File: config.mk
export PLATFORM = sky130hd
export DESIGN_NAME = arbiter_rr4
export DESIGN_NICKNAME = d
export VERILOG_FILES = /design/src/rtl/arbiter_rr4_pkg.sv /design/src/rtl/arbiter_rr4_prio_enc.sv /design/src/rtl/arbiter_rr4.sv
export SDC_FILE = /design/constraint.sdc
export NUM_CORES = 1
export LEC_CHECK = 0
export ABC_AREA = 1
export BUFFER_PORTS_ARGS = -buffer_cell sky130_fd_sc_hd__buf_2
export CAP_MARGIN = 25
export CORE_AREA = 4 4 42 53
export CTS_CLUSTER_SIZE = 30
export DETAILED_ROUTE_END_ITERATION = 7
export DIE_AREA = 0 0 46 57
export PLACE_DENSITY = 0.79
export SLEW_MARGIN = 0
export SYNTH_ARGS = -nofsm -noshare
export SYNTH_HDL_FRONTEND = slang
export SYNTH_HIERARCHICAL = 1
export SYNTH_SLANG_ARGS = --single-unit
File: constraint.sdc
create_clock -name clk -period 2.39 [get_ports clk]
set_input_delay 0.478 -clock clk [delete_from_list [all_inputs] [get_ports clk]]
set_output_delay 0.478 -clock clk [all_outputs]
set_load 0.02 [all_outputs]
File: src/rtl/arbiter_rr4_pkg.sv
// Shared types and sizes for the four-requester round-robin arbiter.
package arbiter_rr4_pkg;

    localparam int NUM_REQ = 4;
    localparam int ID_W    = 2;
    localparam int CNT_W   = 8;

    typedef enum logic {
        ARB_IDLE = 1'b0,
        ARB_BUSY = 1'b1
    } arb_state_e;

endpackage

File: src/rtl/arbiter_rr4_prio_enc.sv
// 4-to-2 priority encoder: highest set index wins; zero flags an all-clear input.
module priority_encoder4X2
    import arbiter_rr4_pkg::*;
(
    input  logic [NUM_REQ-1:0] in,
    output logic [ID_W-1:0]    id,
    output logic               zero
);

    always_comb begin
        // NOTE: every output gets a default first so no path through this block infers a latch.
        id   = '0;
        zero = 1'b0;
        if (in[3])      id = 2'd3;
        else if (in[2]) id = 2'd2;
        else if (in[1]) id = 2'd1;
        else if (in[0]) id = 2'd0;
        else            zero = 1'b1;
    end

endmodule

File: src/rtl/arbiter_rr4.sv
// Round-robin arbiter for four masters: grant held until done, request drop,
// or MAX_HOLD cycles, with one idle turnaround cycle between grants.
module arbiter_rr4
    import arbiter_rr4_pkg::*;
#(
    parameter int unsigned MAX_HOLD = 16
) (
    input  logic               clk,
    input  logic               rst_n,
    input  logic [NUM_REQ-1:0] req,
    input  logic               done,
    output logic [NUM_REQ-1:0] grant,
    output logic [ID_W-1:0]    grant_id,
    output logic               grant_valid,
    output logic               timeout
);

    function automatic logic [NUM_REQ-1:0] lower_mask(input logic [ID_W-1:0] idx);
        return (NUM_REQ'(1) << idx) - NUM_REQ'(1);
    endfunction

    arb_state_e         state_q, state_d;
    logic [ID_W-1:0]    last_id_q, last_id_d;
    logic [CNT_W-1:0]   cnt_q, cnt_d;
    logic [NUM_REQ-1:0] grant_d;
    logic [ID_W-1:0]    grant_id_d;
    logic               timeout_d;

    logic [NUM_REQ-1:0] masked;
    logic [ID_W-1:0]    masked_id, req_id, winner;
    logic               masked_zero, req_zero;
    logic               owner_req, hit_limit, release_now;

    assign masked = req & lower_mask(last_id_q);

    priority_encoder4X2 u_enc_masked (.in(masked), .id(masked_id), .zero(masked_zero));
    priority_encoder4X2 u_enc_req    (.in(req),    .id(req_id),    .zero(req_zero));

    // Prefer masters below the last winner; wrap to the full set when none ask.
    assign winner      = masked_zero ? req_id : masked_id;
    assign owner_req   = req[grant_id];
    assign hit_limit   = (cnt_q == CNT_W'(MAX_HOLD));
    assign release_now = done | ~owner_req | hit_limit;

    always_comb begin
        state_d    = state_q;
        last_id_d  = last_id_q;
        cnt_d      = cnt_q;
        grant_d    = grant;
        grant_id_d = grant_id;
        timeout_d  = 1'b0;
        case (state_q)
            ARB_IDLE: begin
                if (!req_zero) begin
                    state_d    = ARB_BUSY;
                    grant_d    = NUM_REQ'(1) << winner;
                    grant_id_d = winner;
                    last_id_d  = winner;
                    cnt_d      = CNT_W'(1);
                end
            end
            ARB_BUSY: begin
                if (release_now) begin
                    state_d   = ARB_IDLE;
                    grant_d   = '0;
                    // Only a release caused by the hold limit alone is a timeout.
                    timeout_d = hit_limit & ~done & owner_req;
                end else begin
                    cnt_d = cnt_q + CNT_W'(1);
                end
            end
            default: state_d = ARB_IDLE;
        endcase
    end

    always_ff @(posedge clk) begin
        // NOTE: non-blocking assignments so every register samples pre-edge values.
        if (!rst_n) begin
            state_q   <= ARB_IDLE;
            last_id_q <= '0;
            cnt_q     <= '0;
            grant     <= '0;
            grant_id  <= '0;
            timeout   <= 1'b0;
        end else begin
            state_q   <= state_d;
            last_id_q <= last_id_d;
            cnt_q     <= cnt_d;
            grant     <= grant_d;
            grant_id  <= grant_id_d;
            timeout   <= timeout_d;
        end
    end

    assign grant_valid = |grant;

endmodule
; Word-level counts from Yosys, hierarchy flattened
; Index checks and enable logic that the tools add are counted.
; Widths: inputs -> output; s select.
[word_totals]
ff_bits = 16
latch_bits = 0
ramBits = 0
rom_bits = 0
output_inout_bits = 8
elab_cells = 54
memories = 0
[classes]
add_sub_neg = 2
multipliers = 0
n_div = 0
n_lt_le_gt_ge = 1
eq_ne = 4
shift = 2
n_mux = 26
bitwise = 9
reduce_logical = 5
[op_table]
columns = op, n
row1 = $mux 8, 2
row2 = $pmux 8 s2, 1
row3 = $mux 1, 13
row4 = $mux 2, 5
row5 = $add 8x1->8 const B, 1
row6 = $eq 8x5->1 const B, 1
row7 = $mux 4, 2
row8 = $pmux 4 s2, 1
row9 = $shl 1x2->4 const A, 2
row10 = $reduce_and 2->1, 3
row11 = $and 4x4->4, 1
row12 = $ne 2x2->1 const B, 2
row13 = $not 1->1, 4
row14 = $reduce_or 4->1, 1
row15 = $sub 4x2->4 const B, 1
row16 = $lt 2x3->1 const B, 1
row17 = $reduce_and 3->1, 1
row18 = $and 1x1->1, 2
row19 = $bmux 1 s2, 1
row20 = $ne 2x1->1 const B, 1
row21 = $or 1x1->1, 2
row22 = $pmux 1 s2, 1

; Logic depth before layout (Yosys ltp)
[depth]
word_depth = 11
depth_mapped = 11

; By module
; Netlist, hierarchy kept.
[modules_own_cells]
columns = mod, n_inst, cells_each, area_per_inst_um2, seq_area_each_um2
row1 = arbiter_rr4, 1, 131, 908.4, 320.3
row2 = priority_encoder4X2, 2, 8, 36.3, 0.0

; Least setup slack after synthesis
; Ideal clock, no wire load.
[synth_path]
path_kind = register to register
from = register last_id_q[1]
to = register grant[0]
t_arrival_ns = 1.548
required_ns = 2.320
slack_ns = 0.771
path_stages_with_launch = 11
path_buffers = 0
synth_period_minus_slack_ns = 1.619
path_cell_list = dfxtp_1 > inv_1 > nor3_1 > inv_1 > nand2_2 > nor2_2 > o21ai_0 > inv_1 > nor2_1 > nand2_1 > a21oi_1
[synth_rtl]
columns = element, line_no
row1 = "start, declared", arbiter_rr4.sv:23  ; logic [ID_W-1:0] last_id_q, last_id_d;
row2 = "start signal, assigned", arbiter_rr4.sv:87  ; last_id_q <= last_id_d;
row3 = $shl 1x2->4, arbiter_rr4.sv:19  ; return (NUM_REQ'(1) << idx) - NUM_REQ'(1);
row4 = $sub 4x2->4, arbiter_rr4.sv:19
row5 = $and 4x4->4, arbiter_rr4.sv:34  ; assign masked = req & lower_mask(last_id_q);
row6 = named net masked[2], arbiter_rr4.sv:29  ; logic [NUM_REQ-1:0] masked;
row7 = $mux 2, arbiter_rr4_prio_enc.sv:15  ; else if (in[2]) id = 2'd2;
row8 = $mux 2, arbiter_rr4_prio_enc.sv:14  ; if (in[3]) id = 2'd3;
row9 = named net masked_id[1], arbiter_rr4.sv:30  ; logic [ID_W-1:0] masked_id, req_id, winner;
row10 = $mux 2, arbiter_rr4.sv:40  ; assign winner = masked_zero ? req_id : masked_id;
row11 = $shl 1x2->4, arbiter_rr4.sv:56  ; grant_d = NUM_REQ'(1) << winner;
row12 = $mux 4, arbiter_rr4.sv:54  ; if (!req_zero) begin
row13 = $pmux 4 s2, arbiter_rr4.sv:52  ; case (state_q)
row14 = "end signal, assigned", arbiter_rr4.sv:89  ; grant <= grant_d;
row15 = "end, declared", arbiter_rr4.sv:12  ; output logic [NUM_REQ-1:0] grant,
; The timed path passes the listed nets, and every way through them passes these cells. The select of a mux whose other input is x is not followed.
; A chain may end at the register's enable or synchronous reset.

; Final worst setup path
[layout_path]
from = register grant[3]
to = output port grant_valid
[layout_via]
elab_chain_len = 1
[layout_rtl]
columns = element, line_no
row1 = $reduce_or 4->1, arbiter_rr4.sv:95  ; assign grant_valid = |grant;
row2 = "end, declared", arbiter_rr4.sv:14  ; output logic grant_valid,
; No other way between the ends.

==> impl_results.md <==
* Synth top area share at 32.65%
* Clock period minus worst slack at 1.796 ns
* TritonCTS clock tree: yes
* RSZ-0062 raised after global routing: no
* Top Usage Layer GRT: met2
* Fmax at 556.9 MHz
* PnR Total Power at 0.0006258 W
* Met2 Usage GRT at 36.81%
* Drt drc at 0
* Flop-to-flop setup slack at 0.62 ns
* Synthesis-to-layout area growth at 12.12%
* Static Leak at 0.4946 nW
* Drt wl/cell at 11.54 um
* Drt total wl at 2101 um
* First-pass DRT Iterations at 4
* H-tree depth reported by CTS at 1
* Port Buffers at 14
* Congestion Overflow GR at 0
* Total CTS buffers at 3
* Layout Skew at 0.001098 ns
* Worst-Skew Late Latency at 0.29 ns
* FILL cells at 174
* Hold-fix buffers, CTS at 0
* PnR worst setup slack at 0.5942 ns
* Initial DRC count at 28
* Seq/Total Area, Yosys at 32.65%
* Multi-input logic area at 548.0 um2
* Worst reg2reg endpoint: grant[0]
* Max IR drop VDD at 0.3581 mV
* Num ports at 15
* Worst-case clock buffer depth at 2
* Row cnt at 17
* Core Region at 1744 um2
* Setup slack at placement at 0.5634 ns
* Initial antenna violation count at 0
* #FFs+latches synth at 16
* Via/cell ratio at 5.357
* Setup crit start kind: register
* CTS clk-pin slew, worst paths at 0.09 ns
* Post-synth cell types at 27
* GR Layer Usage met3 at 3.785%
* Layout cells sized above 1 at 22.09%
* Clock sink count at 16
* Reg area at 320.3 um2
* CP Capture Type: primary output
* Synthesized area at 980.9 um2
* Post-CTS setup buffers at 0
* Synth Area per Inst at 6.673 um2
* Worst EP arrival at 1.32 ns
* Hold Vio Cnt, Final at 0
* Crit share post-route at 75.14%
* Detail Placement HPWL at 1658 um
* Type of the tightest min-delay check: primary input to register
* Total GRT Usage at 19.19%
* Setup violators final at 0
* Worst Hold Path EP: cnt_q[7]
* Largest cells by area after synthesis: dfxtp_1, nand2_1, inv_1
* Largest net degree at the start of global routing at 16
* Final Max Slew Viols at 0
* Met1 Usage GRT at 18.25%
* Critical Path RT at 1.91 ns
* Worst Reg-to-Reg Cells at 10
* Via Count at 975
* GP Congestion at 0.8791
* Crit path kind: register to primary output
* Max-cap viol count at 0
* Post_cts resized at 0
* Final #Nets at 173
* Final Core Density at 63.06%
* R2r startpoint: last_id_q[1]
* First-pass GRT wire length at 3801 um
* Leading area contributor after synthesis: dfxtp_1
* Setup TNS at 0 ns
* Die area at 2622 um2
* Cells after Synth at 147
* Die height at 57 um
* Initial Util at 56.24%
* Crit-path max FO at 3
* Die W at 46 um
* Vias in the first global route at 976
* Worst hold path cell count at 3
* Final ANT Viol Nets at 0
* Syn_nets at 156
* Root Driver: clkbuf_4
* Hold path start: rst_n
* Power per cell area at 569.0 nW/um2
* Warnings, synthesis at 6
* Outcome: complete, no violations
* Antenna diode instance count at 0
## where the power goes
group          total, W  switching, W  internal (W)
registers      0.000295     0.0000139      0.000281
clock network  0.000182     0.0000888     0.0000929
logic          0.000149     0.0000999     0.0000493
total          0.000626      0.000203      0.000423
## layout make-up
| type | instances | area share [%] |
|---|---|---|
| flip-flops and latches | 16 | 29.12 |
| repair buffers | 14 | 6.371 |
| multi-input cells | 102 | 49.83 |
| well taps | 19 | 2.162 |
| inverters | 27 | 9.215 |
| clock buffers | 4 | 3.299 |
## metrics by stage
| step | hold slack (ns) | area, um2 | cells |
|---|---|---|---|
| 2_1_floorplan | 0.4862 | 980.9 | 147 |
| 3_3_place_gp | 0.4830 | 1064 | 178 |
| 3_5_place_dp | 0.4847 | 1064 | 178 |
| 4_1_cts | 0.4449 | 1100 | 182 |
| 5_1_grt | 0.4484 | 1100 | 182 |
| 6_report | 0.4431 | 1100 | 182 |
## sequential cells by signal, summed over array words and instances (netlist names)
name       cells
last_id_q      2
state_q        1
cnt_q          8
grant          4
timeout        1
## kinds of logic after synthesis
family	synth area share, %
XOR/XNOR	2.679
other	0.3823
multiplexers	1.020
adder cells (fa/ha/maj)	2.551
flip-flops	32.65
buffers and inverters	11.48
AO/OA/AOI/OAI	12.50
AND/OR/NAND/NOR	36.74
## worst max-delay path: stages, from the launching register on
cell and delay (ns):
dfxtp_1 0.33, or4_1 0.52, buf_2 0.17
## cells in the final DEF, fill, tap and decap left out, types with 5 or more instances in the layout
master / netlist / layout
a21oi_1: 11 / 11
buf_2: 0 / 14
dfxtp_1: 16 / 16
inv_1: 22 / 22
inv_2: 5 / 5
nand2_1: 23 / 23
nand2_2: 5 / 5
nand3_1: 16 / 16
nor2_1: 19 / 19
o21ai_0: 6 / 6
## routing by layer
| metal | part of all wire (%) | routed length (um) | vias to the layer above |
|---|---|---|---|
| met5 | 0 | 0 | - |
| met4 | 2.8 | 59 | 0 |
| met3 | 4.9 | 102 | 7 |
| met2 | 55 | 1164 | 32 |
| met1 | 37 | 774 | 438 |
| li1 | - | - | 498 |
## cells in the mapped netlist
library cell / number
nand2_1: 23
inv_1: 22
nor2_1: 19
dfxtp_1: 16
nand3_1: 16
a21oi_1: 11
o21ai_0: 6
inv_2: 5
nand2_2: 5
nor3_1: 3
xor2_1: 3
ha_1: 2
nor2_2: 2
a211oi_2: 1
a21oi_2: 1
buf_4: 1
clkbuf_1: 1
conb_1: 1
mux2i_1: 1
nand2_4: 1
nand4_1: 1
nand4_4: 1
nor2_4: 1
nor4_1: 1
o21ai_2: 1
o21bai_1: 1
or4_1: 1
## worst max-delay path by stage
stage	start	endpoint	slack, ns	depth (start not counted)
floorplan	last_id_q[1]	grant[0]	0.77	10
global placement	req[2]	grant[0]	0.55	11
detailed placement	req[2]	grant[0]	0.56	11
CTS	grant[3]	grant_valid	0.59	2
global route	last_id_q[1]	grant[0]	0.49	10
finish	grant[3]	grant_valid	0.59	2
(Power assumes the default switching activity.)
